### src/rtl/scanout_pkg.sv
// Shared definitions for the HDMI scanout line-fetch sequencer.
//   - scan_state_e    : sequencer state encoding (IDLE/ADDR/DATA/DRAIN)
//   - BYTES_PER_PIXEL : one XRGB pixel per data beat, 4 bytes each
//   - burst_len()     : beats-minus-one for the next burst, min(burst, remaining) - 1
package scanout_pkg;

    typedef enum logic [1:0] {
        IDLE  = 2'd0,
        ADDR  = 2'd1,
        DATA  = 2'd2,
        DRAIN = 2'd3
    } scan_state_e;

    localparam int BYTES_PER_PIXEL = 4;

    // Caller guarantees remaining != 0; burst is at most 256, so 8 bits suffice.
    function automatic logic [7:0] burst_len(input int unsigned burst,
                                             input logic [15:0]  remaining);
        if (remaining >= 16'(burst)) return 8'(burst - 1);
        return 8'(remaining - 16'd1);
    endfunction

endpackage

### src/rtl/hdmi_scanout_ctl.sv
// Line-fetch sequencer: reads one scanline per i_line_req from a framebuffer
// in DRAM as bursts on a simple address/data read port, and writes the pixels
// into a double-banked line buffer for the HDMI scanout core.
// Ports:
//   clk, rst_n                 clock, synchronous active-low reset
//   i_enable, i_frame_start    arm/disarm fetching; shadow config on frame start
//   i_base/stride/width/height frame configuration from the register block
//   i_line_req                 fetch next line (dropped and counted while busy)
//   o_rd_valid/addr/len, i_rd_ready   burst address handshake
//   i_rdata_valid, i_rdata     returned beats, no backpressure
//   o_lb_we/addr/wdata/bank    line-buffer write port
//   o_line_done, o_busy, o_overrun_cnt   status
module hdmi_scanout_ctl
    import scanout_pkg::*;
#(
    parameter int AWIDTH = 32,
    parameter int DWIDTH = 32,
    parameter int BURST  = 16,
    parameter int XBITS  = 11
) (
    input  logic                     clk,
    input  logic                     rst_n,
    input  logic                     i_enable,
    input  logic [AWIDTH-1:0]        i_base,
    input  logic [15:0]              i_stride,
    input  logic [XBITS-1:0]         i_width,
    input  logic [XBITS-1:0]         i_height,
    input  logic                     i_frame_start,
    input  logic                     i_line_req,
    output logic                     o_rd_valid,
    output logic [AWIDTH-1:0]        o_rd_addr,
    output logic [$clog2(BURST)-1:0] o_rd_len,
    input  logic                     i_rd_ready,
    input  logic                     i_rdata_valid,
    input  logic [DWIDTH-1:0]        i_rdata,
    output logic                     o_lb_we,
    output logic [XBITS-1:0]         o_lb_addr,
    output logic [DWIDTH-1:0]        o_lb_wdata,
    output logic                     o_lb_bank,
    output logic                     o_line_done,
    output logic                     o_busy,
    output logic [15:0]              o_overrun_cnt
);

    localparam int                LENW        = $clog2(BURST);
    localparam logic [AWIDTH-1:0] BURST_BYTES = AWIDTH'(BURST * BYTES_PER_PIXEL);

    scan_state_e       state, state_next;
    logic              armed;
    logic              drain_pend;     // frame restarted while address was pending
    logic [15:0]       sh_stride;
    logic [XBITS-1:0]  sh_width, sh_height;
    logic [XBITS-1:0]  line_cnt;
    logic [AWIDTH-1:0] line_addr;
    logic [XBITS-1:0]  remaining;      // pixels not yet requested for this line
    logic [XBITS-1:0]  beat_idx;
    logic [LENW-1:0]   burst_cnt;

    // Config as seen this cycle: a coincident frame start is applied before the
    // line request is evaluated.
    logic              armed_v;
    logic [XBITS-1:0]  width_v, height_v, line_v;
    logic [AWIDTH-1:0] base_aligned, laddr_v;
    logic              start_ok, beat_last;

    assign base_aligned = i_base & ~AWIDTH'(3);
    assign armed_v      = i_frame_start ? i_enable     : armed;
    assign width_v      = i_frame_start ? i_width      : sh_width;
    assign height_v     = i_frame_start ? i_height     : sh_height;
    assign line_v       = i_frame_start ? '0           : line_cnt;
    assign laddr_v      = i_frame_start ? base_aligned : line_addr;

    assign start_ok  = (state == IDLE) && i_line_req && armed_v &&
                       (line_v < height_v) && (width_v != '0);
    assign beat_last = i_rdata_valid && (burst_cnt == o_rd_len);

    assign o_rd_valid = (state == ADDR);
    assign o_busy     = (state != IDLE);

    // NOTE: every variable assigned in always_comb gets a default first, so no
    // path leaves it unassigned and no latch is inferred.
    always_comb begin
        state_next = state;
        unique case (state)
            IDLE:  if (start_ok) state_next = ADDR;
            ADDR:  if (i_rd_ready)
                       state_next = (drain_pend || i_frame_start) ? DRAIN : DATA;
            DATA:  if (i_frame_start)
                       state_next = beat_last ? IDLE : DRAIN;
                   else if (beat_last)
                       state_next = (remaining != '0) ? ADDR : IDLE;
            DRAIN: if (beat_last) state_next = IDLE;
            default: state_next = IDLE;
        endcase
    end

    // NOTE: sequential state uses non-blocking assignments so every register
    // samples pre-edge values regardless of statement order.
    always_ff @(posedge clk) begin
        // NOTE: the reset is synchronous; there is no storage array here, so
        // every register is cleared.
        if (!rst_n) begin
            state         <= IDLE;
            armed         <= 1'b0;
            drain_pend    <= 1'b0;
            sh_stride     <= '0;
            sh_width      <= '0;
            sh_height     <= '0;
            line_cnt      <= '0;
            line_addr     <= '0;
            remaining     <= '0;
            beat_idx      <= '0;
            burst_cnt     <= '0;
            o_rd_addr     <= '0;
            o_rd_len      <= '0;
            o_lb_we       <= 1'b0;
            o_lb_addr     <= '0;
            o_lb_wdata    <= '0;
            o_lb_bank     <= 1'b0;
            o_line_done   <= 1'b0;
            o_overrun_cnt <= '0;
        end else begin
            state       <= state_next;
            o_lb_we     <= 1'b0;
            o_line_done <= 1'b0;

            // The bank flips the cycle after the final write of a line.
            if (o_line_done) o_lb_bank <= ~o_lb_bank;

            if (i_frame_start) begin
                armed     <= i_enable;
                sh_stride <= i_stride & 16'hFFFC;
                sh_width  <= i_width;
                sh_height <= i_height;
                line_cnt  <= '0;
                line_addr <= base_aligned;
                o_lb_bank <= 1'b0;
            end

            if (i_line_req && (state != IDLE) && (o_overrun_cnt != 16'hFFFF))
                o_overrun_cnt <= o_overrun_cnt + 16'd1;

            unique case (state)
                IDLE: if (start_ok) begin
                    o_rd_addr  <= laddr_v;
                    o_rd_len   <= LENW'(burst_len(BURST, 16'(width_v)));
                    remaining  <= width_v;
                    beat_idx   <= '0;
                    drain_pend <= 1'b0;
                end
                ADDR: begin
                    if (i_frame_start) drain_pend <= 1'b1;
                    if (i_rd_ready) begin
                        remaining <= remaining - (XBITS'(o_rd_len) + XBITS'(1));
                        burst_cnt <= '0;
                    end
                end
                DATA: if (i_rdata_valid) begin
                    burst_cnt <= burst_cnt + LENW'(1);
                    beat_idx  <= beat_idx + XBITS'(1);
                    // A frame restart drops the coincident beat along with the rest.
                    if (!i_frame_start) begin
                        o_lb_we    <= 1'b1;
                        o_lb_addr  <= beat_idx;
                        o_lb_wdata <= i_rdata;
                        if (beat_last && (remaining == '0)) begin
                            o_line_done <= 1'b1;
                            line_cnt    <= line_cnt + XBITS'(1);
                            line_addr   <= line_addr + AWIDTH'(sh_stride);
                        end else if (beat_last) begin
                            o_rd_addr <= o_rd_addr + BURST_BYTES;
                            o_rd_len  <= LENW'(burst_len(BURST, 16'(remaining)));
                        end
                    end
                end
                DRAIN: if (i_rdata_valid) burst_cnt <= burst_cnt + LENW'(1);
                default: ;
            endcase
        end
    end

endmodule

### config.mk
export PLATFORM = sky130hd
export DESIGN_NAME = hdmi_scanout_ctl
export DESIGN_NICKNAME = d
export VERILOG_FILES = /design/src/rtl/scanout_pkg.sv /design/src/rtl/hdmi_scanout_ctl.sv
export SDC_FILE = /design/constraint.sdc
export NUM_CORES = 1
export LEC_CHECK = 0
export CORE_MARGIN = 5
export CORE_UTILIZATION = 56
export DETAILED_ROUTE_END_ITERATION = 7
export PLACE_DENSITY_LB_ADDON = 0.05
export SYNTH_ARGS = -nofsm -noshare
export SYNTH_HDL_FRONTEND = slang
export SYNTH_SLANG_ARGS = --single-unit
### constraint.sdc
create_clock -name clk -period 10.6 [get_ports clk]
set_clock_uncertainty 0.1 [all_clocks]
set_input_delay 1.06 -clock clk [delete_from_list [all_inputs] [get_ports clk]]
set_output_delay 1.06 -clock clk [all_outputs]
set_load 0.05 [all_outputs]
==> flow_summary_export.csv <==
group,metric,value,unit
detailed_routing,wire_per_inst,16.7,um
synth,async_flop_share,0,%
clock_tree,cts.path.max_buffers,3,
pwr,p_per_area,148,nW/um^2
critical_path,cp-end-kind,"flop",
synth,synthMuxAreaShare,6.69,%
place,gp_congestion,0.871,
synth,yosys-top-cells-count,"207 x dfxtp_1, 185 x nand2_1, 162 x nor2_1",
global_route,grt_max_degree,82,
synth,synthMostInstantiatedCell,"dfxtp_1",
finish,syn_to_final_growth,27.6,%
detailed_routing,vias,9879,
global_route,grt-ovfl-total,0,
clock_tree,tritoncts,"built",
worst_hold_path,hold_depth,2,
die,core_area,18600,um^2
die,die_h,147,um
detailed_routing,wl,28500,um
clock_tree,ctsResizeCount,0,
critical_path,regToRegSetupSlack,7.22,ns
clock_tree,cts.reportedPaths.clkPinSlew,0.06,ns
detailed_routing,viasPerCell,5.80,
finish,diodes,0,
worst_hold_path,hp-class,"flop to flop",
synth,yosys_warnings,0,
synth,synthSimpleGateAreaFrac,23.2,%
die,rows,50,
timing,worst_pin_slew,1.03,ns
synth,synth_top_area_share,39.4,%
finish,final_nets,1604,
timing,rsz0062_at_grt,"no",
synth,postSynthCellCount,1293,
die,die_width,147,um
synth,syn_area,10500,um^2
timing,hold_viol,0,
clock_tree,hold_buffers,0,
timing,max_slew_margin,30.6,%
global_route,grt_pass1_wl,45400,um
outcome,status,"finished, final reports clean",
critical_path,critPathMaxFanout,66,
clock_tree,cts_root_buffer,"clkbuf_16",
die,die-area,21600,um^2
place,placed_cell_area,12600,um^2
synth,yosys.area.top_type,"dfxtp_1",
critical_path,crit_arrival,5.06,ns
synth,synthTopCellsByArea,"dfxtp_1 39%, nand2_1 6.6%, a21oi_1 6.2%",
finish,stdcell_area,13400,um^2
critical_path,start_kind,"primary input",
clock_tree,clock_sink_count,207,
die,num_io_pins,209,
pwr,power_leakage,5.12,nW
place,port_buffers,204,
synth,synth_ff_type,"dfxtp_1",
synth,synth-compound-area-share,16.8,%
detailed_routing,final_antenna_net_count,0,
timing,min_period,4.79,ns
detailed_routing,detail_route.first_pass.iterations,5,
synth,synth-adder-area-share,4.66,%
pwr,vdd_drop_max,0.000146,V
timing,fin_tns_setup,0,ns
synth,synth_top_family_by_area,"simple AND/OR/NAND/NOR gates",
global_route,gr-usage-all-layers,24.9,%
detailed_routing,dr.first_iter.drc_count,594,
timing,fmax,0.209,GHz
synth,synth_fp_nets,1440,
global_route,grt_pass1_vias,8931,
pwr,fin_total_pwr,1.98,mW
die,start_util,56.6,%
clock_tree,cts_setup_buffers,0,
synth,synth-xor-area-share,5.66,%
timing,finalSetupViolCount,0,
critical_path,crit_type,"primary input to flop",
critical_path,crit_required,10.88,ns
timing,final-max-slew-violation-count,0,
synth,synth_seq_cells,207,
finish,num-fill-cells,1482,
synth,synth_cell_types,66,
synth,synth_edf_count,0,
critical_path,r2r_cells,6,
global_route,grt_antenna_before_repair,0,
timing,fin_crit_sh,45.2,%
detailed_routing,drc,0,
clock_tree,cts_made_buffers,23,
clock_tree,worstSkewPairLatency,0.51,ns
run,maxCapViolCount,0,
synth,syn_avg_cell_area,8.13,um^2
place,hpwl,20000,um
finish,drive_above_1_share,4.90,%
synth,ys_seq_area_share,39.4,%
clock_tree,htree_levels,1,
-- logic make-up after synthesis --
family,count (synthesis)
fa+ha+maj,38
simple gates,527
mux,69
flops,207
compound gates,290
buf+inv,94
xor+xnor,68
-- routing by layer --
| layer | vias up | global-route usage [%] | wire (um) | share of wire, % |
|---|---|---|---|---|
| li1 | 4889 | - | - | - |
| met1 | 4588 | 35.5 | 12700 | 44 |
| met2 | 351 | 39.1 | 12700 | 44 |
| met3 | 51 | 4.69 | 2490 | 8.8 |
| met4 | 0 | 6.52 | 696 | 2.4 |
| met5 | - | 0 | 0 | 0 |
-- path summary, 6_finish.rpt --
kind                                      end          start
worst max-delay path            o_rd_addr[16]  i_frame_start
worst min-delay path             line_addr[0]   line_addr[0]
worst max register to register  line_addr[21]       state[1]
worst min register to register   line_addr[0]   line_addr[0]
-- sequential cells by signal (all words and copies together), names as in the netlist --
signal	cells
burst_cnt	4
o_lb_wdata	32
o_lb_addr	11
o_overrun_cnt	16
line_addr	32
state	2
armed	1
beat_idx	11
sh_stride	14
o_rd_len	4
drain_pend	1
o_lb_we	1
line_cnt	11
remaining	11
o_line_done	1
sh_width	11
o_rd_addr	32
sh_height	11
o_lb_bank	1
-- critical path, stage by stage --
cell and delay, ns:
buf_4 0.32, buf_4 0.83, mux2i_1 0.35, ha_1 0.29, a21o_1 0.17, a21oi_1 0.14
o21ai_1 0.10, nor4_4 0.79, a31o_2 0.53, nor2_1 0.07, a2111oi_0 0.38
-- through the flow --
stage | utilization, % | setup WS, ns | std cells | hold slack, ns
finish | 72.2 | 5.81 | 1704 | 0.335
global route | 72.2 | 5.42 | 1704 | 0.362
CTS | 72.2 | 5.82 | 1704 | 0.336
detailed placement | 68.0 | 5.31 | 1666 | 0.321
global placement | 68.0 | 5.40 | 1666 | 0.319
floorplan | - | 6.30 | 1293 | 0.305
-- final cells by class --
class / instances / area [um^2] / area share [%]
tap: 234 / 293 / 2.18
clock inverter: 3 / 65.1 / 0.485
clock buffer: 35 / 721 / 5.37
inverter: 21 / 81.3 / 0.606
multi-input combinational: 992 / 6010 / 44.8
timing repair buffer: 212 / 2100 / 15.6
sequential: 207 / 4140 / 30.9
-- placed cells by master, fill, tap and decap left out, types with 20 or more instances in the layout --
| master | count |
|---|---|
| a21oi_1 | 131 |
| clkbuf_16 | 23 |
| clkdlybuf4s50_1 | 203 |
| dfxtp_1 | 207 |
| ha_1 | 36 |
| inv_1 | 20 |
| mux2i_1 | 59 |
| nand2_1 | 185 |
| nand3_1 | 42 |
| nand4_1 | 23 |
| nor2_1 | 162 |
| nor3_1 | 30 |
| o21ai_0 | 52 |
| xnor2_1 | 39 |
| xor2_1 | 29 |
-- where the power goes --
group | internal [mW] | total, mW | switching (mW) | leakage [nW]
sequential | 0.809 | 0.837 | 0.0281 | 1.69
clock | 0.511 | 0.817 | 0.305 | 0.390
combinational | 0.132 | 0.329 | 0.197 | 3.05
Power figures use the tool's default switching activity.
